## src/rtl/object_stream_tx.sv

```systemverilog
// Purpose: reads 8-bit pixels from the frame buffer in raster order and emits a thresholded 1-bit pixel stream with markers.
// Latency: pixel k appears on object_image two clocks after its address is issued (start edge E0 + 2 + k).
// Backpressure: none; the stream is gap-free. OBJECT_STREAM_CONTINUOUS_EN makes frames repeat back-to-back until reset.
module object_stream_tx #(
   parameter int IMAGE_WIDTH  = 160,
   parameter int IMAGE_HEIGHT = 120,
   parameter int ADDR_W       = 15
) (
   input  logic              clk,
   input  logic              rst,
   input  logic              start,
   input  logic [7:0]        threshold,
   output logic              mem_rd_en,
   output logic [ADDR_W-1:0] mem_addr,
   input  logic [7:0]        mem_rd_data,
   output logic              object_image,
   output logic              pixel_valid,
   output logic              sof,
   output logic              eol,
   output logic              eof,
   output logic [7:0]        row,
   output logic [7:0]        col,
   output logic              busy,
   output logic              done
);

   localparam logic [ADDR_W-1:0] LAST_ADDR = ADDR_W'(IMAGE_WIDTH * IMAGE_HEIGHT - 1);
   localparam logic [7:0]        COL_LAST  = 8'(IMAGE_WIDTH - 1);
   localparam logic [7:0]        ROW_LAST  = 8'(IMAGE_HEIGHT - 1);

   typedef enum logic [1:0] {
      S_IDLE   = 2'd0,
      S_STREAM = 2'd1,
      S_DRAIN  = 2'd2
   } state_t;

   state_t r_state;
   state_t w_state_nxt;
   logic   w_start_acc;
   logic   w_issue_last;

   // Address stage: read strobe, linear address and the row/col of the address in flight.
   logic              r_rd_en;
   logic [ADDR_W-1:0] r_addr;
   logic [7:0]        r_row0;
   logic [7:0]        r_col0;

   // Memory stage: the pixel whose data arrives on mem_rd_data this cycle.
   logic              r_vld1;
   logic [7:0]        r_row1;
   logic [7:0]        r_col1;

   // Output stage.
   logic              r_obj;
   logic              r_pix_vld;
   logic              r_sof;
   logic              r_eol;
   logic              r_eof;
   logic [7:0]        r_row;
   logic [7:0]        r_col;
   logic              r_busy;
   logic              r_done;
   logic [7:0]        r_thr;

   // State register.
   always_ff @(posedge clk or negedge rst) begin
      if (!rst) begin
         r_state <= S_IDLE;
      end else begin
         r_state <= w_state_nxt;
      end
   end

   // Next-state logic: accept start only when idle, leave STREAM once the final address is out,
   // and leave DRAIN on the cycle the last pixel (eof) sits on the outputs.
   always_comb begin
      w_state_nxt  = r_state;
      w_start_acc  = 1'b0;
      w_issue_last = 1'b0;
      case (r_state)
         S_IDLE: begin
            if (start) begin
               w_start_acc = 1'b1;
               w_state_nxt = S_STREAM;
            end
         end
         S_STREAM: begin
            if (r_addr == LAST_ADDR) begin
               w_issue_last = 1'b1;
`ifdef OBJECT_STREAM_CONTINUOUS_EN
               w_state_nxt  = S_STREAM;
`else
               w_state_nxt  = S_DRAIN;
`endif
            end
         end
         S_DRAIN: begin
            if (r_eof) begin
               w_state_nxt = S_IDLE;
            end
         end
         default: begin
            w_state_nxt = S_IDLE;
         end
      endcase
   end

   // Address generator: one read per clock in raster order; the address holds at the last
   // pixel when the frame ends so it never leaves the frame buffer.
   always_ff @(posedge clk or negedge rst) begin
      if (!rst) begin
         r_rd_en <= 1'b0;
         r_addr  <= '0;
         r_row0  <= '0;
         r_col0  <= '0;
      end else if (w_start_acc) begin
         r_rd_en <= 1'b1;
         r_addr  <= '0;
         r_row0  <= '0;
         r_col0  <= '0;
      end else if (r_state == S_STREAM) begin
         if (w_issue_last) begin
`ifdef OBJECT_STREAM_CONTINUOUS_EN
            r_addr  <= '0;
            r_row0  <= '0;
            r_col0  <= '0;
`else
            r_rd_en <= 1'b0;
`endif
         end else begin
            r_addr <= r_addr + ADDR_W'(1);
            if (r_col0 == COL_LAST) begin
               r_col0 <= '0;
               r_row0 <= (r_row0 == ROW_LAST) ? 8'd0 : r_row0 + 8'd1;
            end else begin
               r_col0 <= r_col0 + 8'd1;
            end
         end
      end
   end

   // Memory stage: carry the coordinates alongside the outstanding read.
   always_ff @(posedge clk or negedge rst) begin
      if (!rst) begin
         r_vld1 <= 1'b0;
         r_row1 <= '0;
         r_col1 <= '0;
      end else begin
         r_vld1 <= r_rd_en;
         r_row1 <= r_rd_en ? r_row0 : 8'd0;
         r_col1 <= r_rd_en ? r_col0 : 8'd0;
      end
   end

   // Output stage: threshold the returned data and derive markers; everything is zero between frames.
   always_ff @(posedge clk or negedge rst) begin
      if (!rst) begin
         r_obj     <= 1'b0;
         r_pix_vld <= 1'b0;
         r_sof     <= 1'b0;
         r_eol     <= 1'b0;
         r_eof     <= 1'b0;
         r_row     <= '0;
         r_col     <= '0;
      end else begin
         r_obj     <= r_vld1 && (mem_rd_data >= r_thr);
         r_pix_vld <= r_vld1;
         r_sof     <= r_vld1 && (r_row1 == 8'd0) && (r_col1 == 8'd0);
         r_eol     <= r_vld1 && (r_col1 == COL_LAST);
         r_eof     <= r_vld1 && (r_col1 == COL_LAST) && (r_row1 == ROW_LAST);
         r_row     <= r_vld1 ? r_row1 : 8'd0;
         r_col     <= r_vld1 ? r_col1 : 8'd0;
      end
   end

   // Frame control: threshold is captured only at an accepted start; done follows eof by one
   // clock, and busy drops on that same edge unless frames repeat continuously.
   always_ff @(posedge clk or negedge rst) begin
      if (!rst) begin
         r_thr  <= '0;
         r_busy <= 1'b0;
         r_done <= 1'b0;
      end else begin
         r_done <= r_eof;
         if (w_start_acc) begin
            r_thr  <= threshold;
            r_busy <= 1'b1;
         end
`ifndef OBJECT_STREAM_CONTINUOUS_EN
         else if (r_eof) begin
            r_busy <= 1'b0;
         end
`endif
      end
   end

   assign mem_rd_en    = r_rd_en;
   assign mem_addr     = r_addr;
   assign object_image = r_obj;
   assign pixel_valid  = r_pix_vld;
   assign sof          = r_sof;
   assign eol          = r_eol;
   assign eof          = r_eof;
   assign row          = r_row;
   assign col          = r_col;
   assign busy         = r_busy;
   assign done         = r_done;

endmodule

```

## config.mk

```make
export PLATFORM = sky130hd
export DESIGN_NAME = object_stream_tx
export DESIGN_NICKNAME = d
export VERILOG_FILES = /design/src/rtl/object_stream_tx.sv
export SDC_FILE = /design/constraint.sdc
export NUM_CORES = 1
export LEC_CHECK = 0
export CORE_MARGIN = 10
export CORE_UTILIZATION = 53
export DETAILED_ROUTE_END_ITERATION = 8
export PLACE_DENSITY = 0.88
export RECOVER_POWER = 25
export SYNTH_ARGS = -nofsm -noshare
export SYNTH_HDL_FRONTEND = slang
export SYNTH_SLANG_ARGS = --single-unit
```

## constraint.sdc

```tcl
create_clock -name clk -period 2.3 [get_ports clk]
set_input_delay 0.23 -clock clk [delete_from_list [all_inputs] [get_ports clk]]
set_output_delay 0.23 -clock clk [all_outputs]
set_load 0.005 [all_outputs]
```

==> key figures <==
Worst setup path
  • Kind of launch point of the worst setup path: flip-flop
  • Cell with the largest stage delay on the worst path: sky130_fd_sc_hd__nand2_1
  • Highest fanout seen on the critical path: 14
  • CP Capture Type: flip-flop
  • List of cells traversed by the critical path: ha_1, and4_4, nand4_2, nand2_1, o31ai_1, a21o_1
  • Worst setup path class: reg2reg
  • Dominant delay contributor by cell family on the critical path: simple AND/OR/NAND/NOR gates
  • Largest stage delay on the critical path: 0.46 ns
  • Data arrival time of the worst path: 2.32 ns
  • Critical path required time: 2.56 ns
  • WP buf/inv: 0

Floorplan
  • Die Wd: 102 um
  • Core region area: 0.00646 sq mm
  • Total I/O pin count: 58
  • DIE AREA: 0.0105 sq mm
  • Number of placement rows: 29
  • Die Height: 102 um
  • Initial standard-cell utilization of the core: 55.7%

Synthesis
  • Fraction of synthesis flops using an asynchronous set or reset pin: 100%
  • Number of synthesized flops with an enable pin: 0
  • Most used standard cells in the synthesized netlist: sky130_fd_sc_hd__dfrtp_1 (82), sky130_fd_sc_hd__nand2_1 (38), sky130_fd_sc_hd__and2_1 (31), sky130_fd_sc_hd__nor2_1 (18), sky130_fd_sc_hd__inv_1 (16)
  • Total nets after synthesis: 357
  • Unique cell type count in the Yosys netlist: 48
  • Average instance area after synthesis: 11.0 sq um
  • Yosys warns: 0
  • Synthesized area: 0.00360 sq mm
  • Synth area leader: sky130_fd_sc_hd__dfrtp_1
  • Most frequent cell after synthesis: sky130_fd_sc_hd__dfrtp_1
  • Post-synthesis sequential area ratio: 57.0%
  • Main area contributors after synthesis: sky130_fd_sc_hd__dfrtp_1 (57%), sky130_fd_sc_hd__and2_1 (5.4%), sky130_fd_sc_hd__nand2_1 (4.0%)
  • Area share of the leading cell type in the synthesized netlist: 57.0%
  • Number of standard cells after synthesis: 327
  • Leading register cell type out of synthesis: sky130_fd_sc_hd__dfrtp_1
  • Register bit total from synthesis: 82

Timing
  • Final hold violations: 0
  • Max-slew violations: 0
  • Tcrit/Tclk final: 89.4%
  • Final setup fails: 0
  • Post-Route Skew: 0.0108 ns
  • Peak Freq: 486 MHz
  • Setup_tns: 0 ns
  • Period minus WS final: 2.06 ns
  • Setup repair after global routing missed its margin: no
  • Worst Max-Slew Pin Slew: 0.842 ns
  • Normalized max-slew margin: 43.9%

Global route
  • Grt ovf: 0
  • Largest net degree at the start of global routing: 49
  • Number of antenna violations at the first check in global routing: 0
  • Global-route wire length before repair: 12,400 um
  • All-layer global routing usage: 15.1%
  • Vias in the first global route: 2,621

Placed design
  • Cell area after placement: 0.00426 sq mm
  • Placer congestion estimate: 0.824
  • HPWL after detailed placement: 5380 um
  • Quantity of I/O buffers inserted on ports: 57

Route
  • Iter 0 DRT Violations: 198
  • Total DRC errors in the routed layout: 0
  • Wirelength, routed: 7500 um
  • Overall via count from detail_route: 2,676
  • Vias/cell: 5.66
  • Post-detailed-route wirelength per cell: 15.9 um
  • Antenna-violating nets left: 0
  • Drt pass-1 iters: 4

Power
  • LEAKAGE: 0.00193 uW
  • Peak supply drop: 0.566 mV
  • Pwr Density: 911 mW/mm^2

CTS
  • Clock slew at the register clock pins of the worst setup and hold paths: 0.09 ns
  • TritonCTS clock tree: yes
  • TritonCTS Sinks: 82
  • Clk buf depth: 2
  • Number of gates resized after cts: 0
  • Number of levels the H-tree was split into: 3
  • Cell at the root of the clock tree: sky130_fd_sc_hd__clkbuf_8
  • Clock Latency Late Sink: 0.36 ns
  • Number of CTS-inserted buffers: 9

Final layout
  • Fill cell instance count of the final layout: 492
  • Area grow syn2layout: 23.4%
  • Post-route cell area: 0.00444 sq mm
  • Number of diodes: 0
  • Nets: 421
  • Share of layout cells above drive strength 1: 9.09%

Run status
  • Outcome: completed

Worst hold path
  • Path class of the lowest-slack min-delay path: in2reg

Flow run
  • Max cap viols: 0
==> final timing paths <==
kind	end	startpoint	slack [ns]	depth (start not counted)
setup / recovery	r_col0[7]$_DFFE_PN0P_	mem_addr[0]$_DFFE_PN0P_	0.24	6
hold / removal	r_thr[5]$_DFFE_PN0N_	threshold[5]	0.43	3
setup reg to reg	r_col0[7]$_DFFE_PN0P_	mem_addr[0]$_DFFE_PN0P_	0.24	6
hold reg to reg	sof$_DFF_PN0_	r_col1[3]$_DFF_PN0_	0.47	1
max in group asynchronous	r_vld1$_DFF_PN0_	rst	1.06	3
min in group asynchronous	row[0]$_DFF_PN0_	rst	0.51	2
==> where the power goes <==
group | switching (uW) | internal, uW | total (uW) | leakage, uW
Combinational | 370 | 597 | 967 | 0.000864
Sequential | 360 | 1790 | 2150 | 0.000990
Clock | 536 | 396 | 932 | 0.0000783
Total | 1270 | 2780 | 4050 | 0.00193
==> layout make-up <==
class	count	area, sq um	area share [%]
sequential	82	2050	46.2
multi-input combinational	219	1430	32.3
timing repair buffer	63	622	14.0
clock buffer	9	124	2.79
tap	77	96.3	2.17
inverter	16	60.1	1.35
clock inverter	7	52.6	1.18
==> worst min-delay path, delay by kind of cell <==
family,cells,cell delay (ns)
buf+inv,1,0.39
simple gates,1,0.05
compound gates,1,0.06
==> sequential cells by signal (all words and copies together), names as in the netlist, 2 cells and up <==
| signal | cells |
|---|---|
| col | 8 |
| mem_addr | 15 |
| r_row0 | 8 |
| r_col0 | 8 |
| r_state | 2 |
| r_row1 | 8 |
| r_thr | 8 |
| row | 8 |
| r_col1 | 8 |
==> timing repair <==
action	CTS	global route
hold buffers	1	0
buffers inserted	0	0
hold endpoints to repair	34	0
==> routing by layer <==
metal  GRT usage, %  vias to the layer above  wire [um]
li1               -                     1267          -
met2           24.3                       77       3620
met5              0                        -          0
met4           5.97                        0        106
met3           5.67                       10        622
met1           17.9                     1322       3160
==> cells in the final DEF (no fill, tap or decap), types with 9 or more instances in the layout <==
cell type and n:
sky130_fd_sc_hd__nor4_1 9, sky130_fd_sc_hd__clkbuf_8 9, sky130_fd_sc_hd__and2_1 23, sky130_fd_sc_hd__clkdlybuf4s50_1 56, sky130_fd_sc_hd__nand3_1 15, sky130_fd_sc_hd__o21ai_0 14
sky130_fd_sc_hd__ha_1 11, sky130_fd_sc_hd__nand4_1 10, sky130_fd_sc_hd__inv_1 16, sky130_fd_sc_hd__nand2_1 38, sky130_fd_sc_hd__dfrtp_1 82, sky130_fd_sc_hd__nor2_1 18
==> metrics by stage <==
step / worst slack [ns] / hold WS, ns / power, uW / cells / utilization [%]
floorplan: 0.415 / -0.0656 / 2540 / 327 / -
global placement: 0.396 / 0.195 / 3090 / 456 / 66.0
detailed placement: 0.304 / 0.196 / 3150 / 456 / 66.0
CTS: 0.274 / 0.347 / 4090 / 473 / 68.8
global route: 0.0711 / 0.429 / 4300 / 473 / 68.8
finish: 0.244 / 0.427 / 4050 / 473 / 68.8
==> cells by family (layout without fill, tap and decap cells) <==
| family | count (synthesis) | count (layout) | synth area share (%) |
|---|---|---|---|
| buffers and inverters | 26 | 95 | 3.27 |
| AOI/OAI and AO/OA | 44 | 44 | 7.89 |
| xor gates and xnor gates | 12 | 12 | 2.92 |
| muxes | 4 | 4 | 1.11 |
| adders and majority gates | 11 | 11 | 3.82 |
| DFF | 82 | 82 | 57.0 |
| and+or+nand+nor | 148 | 148 | 24.0 |
No activity file was read; power rests on OpenSTA's default activity.
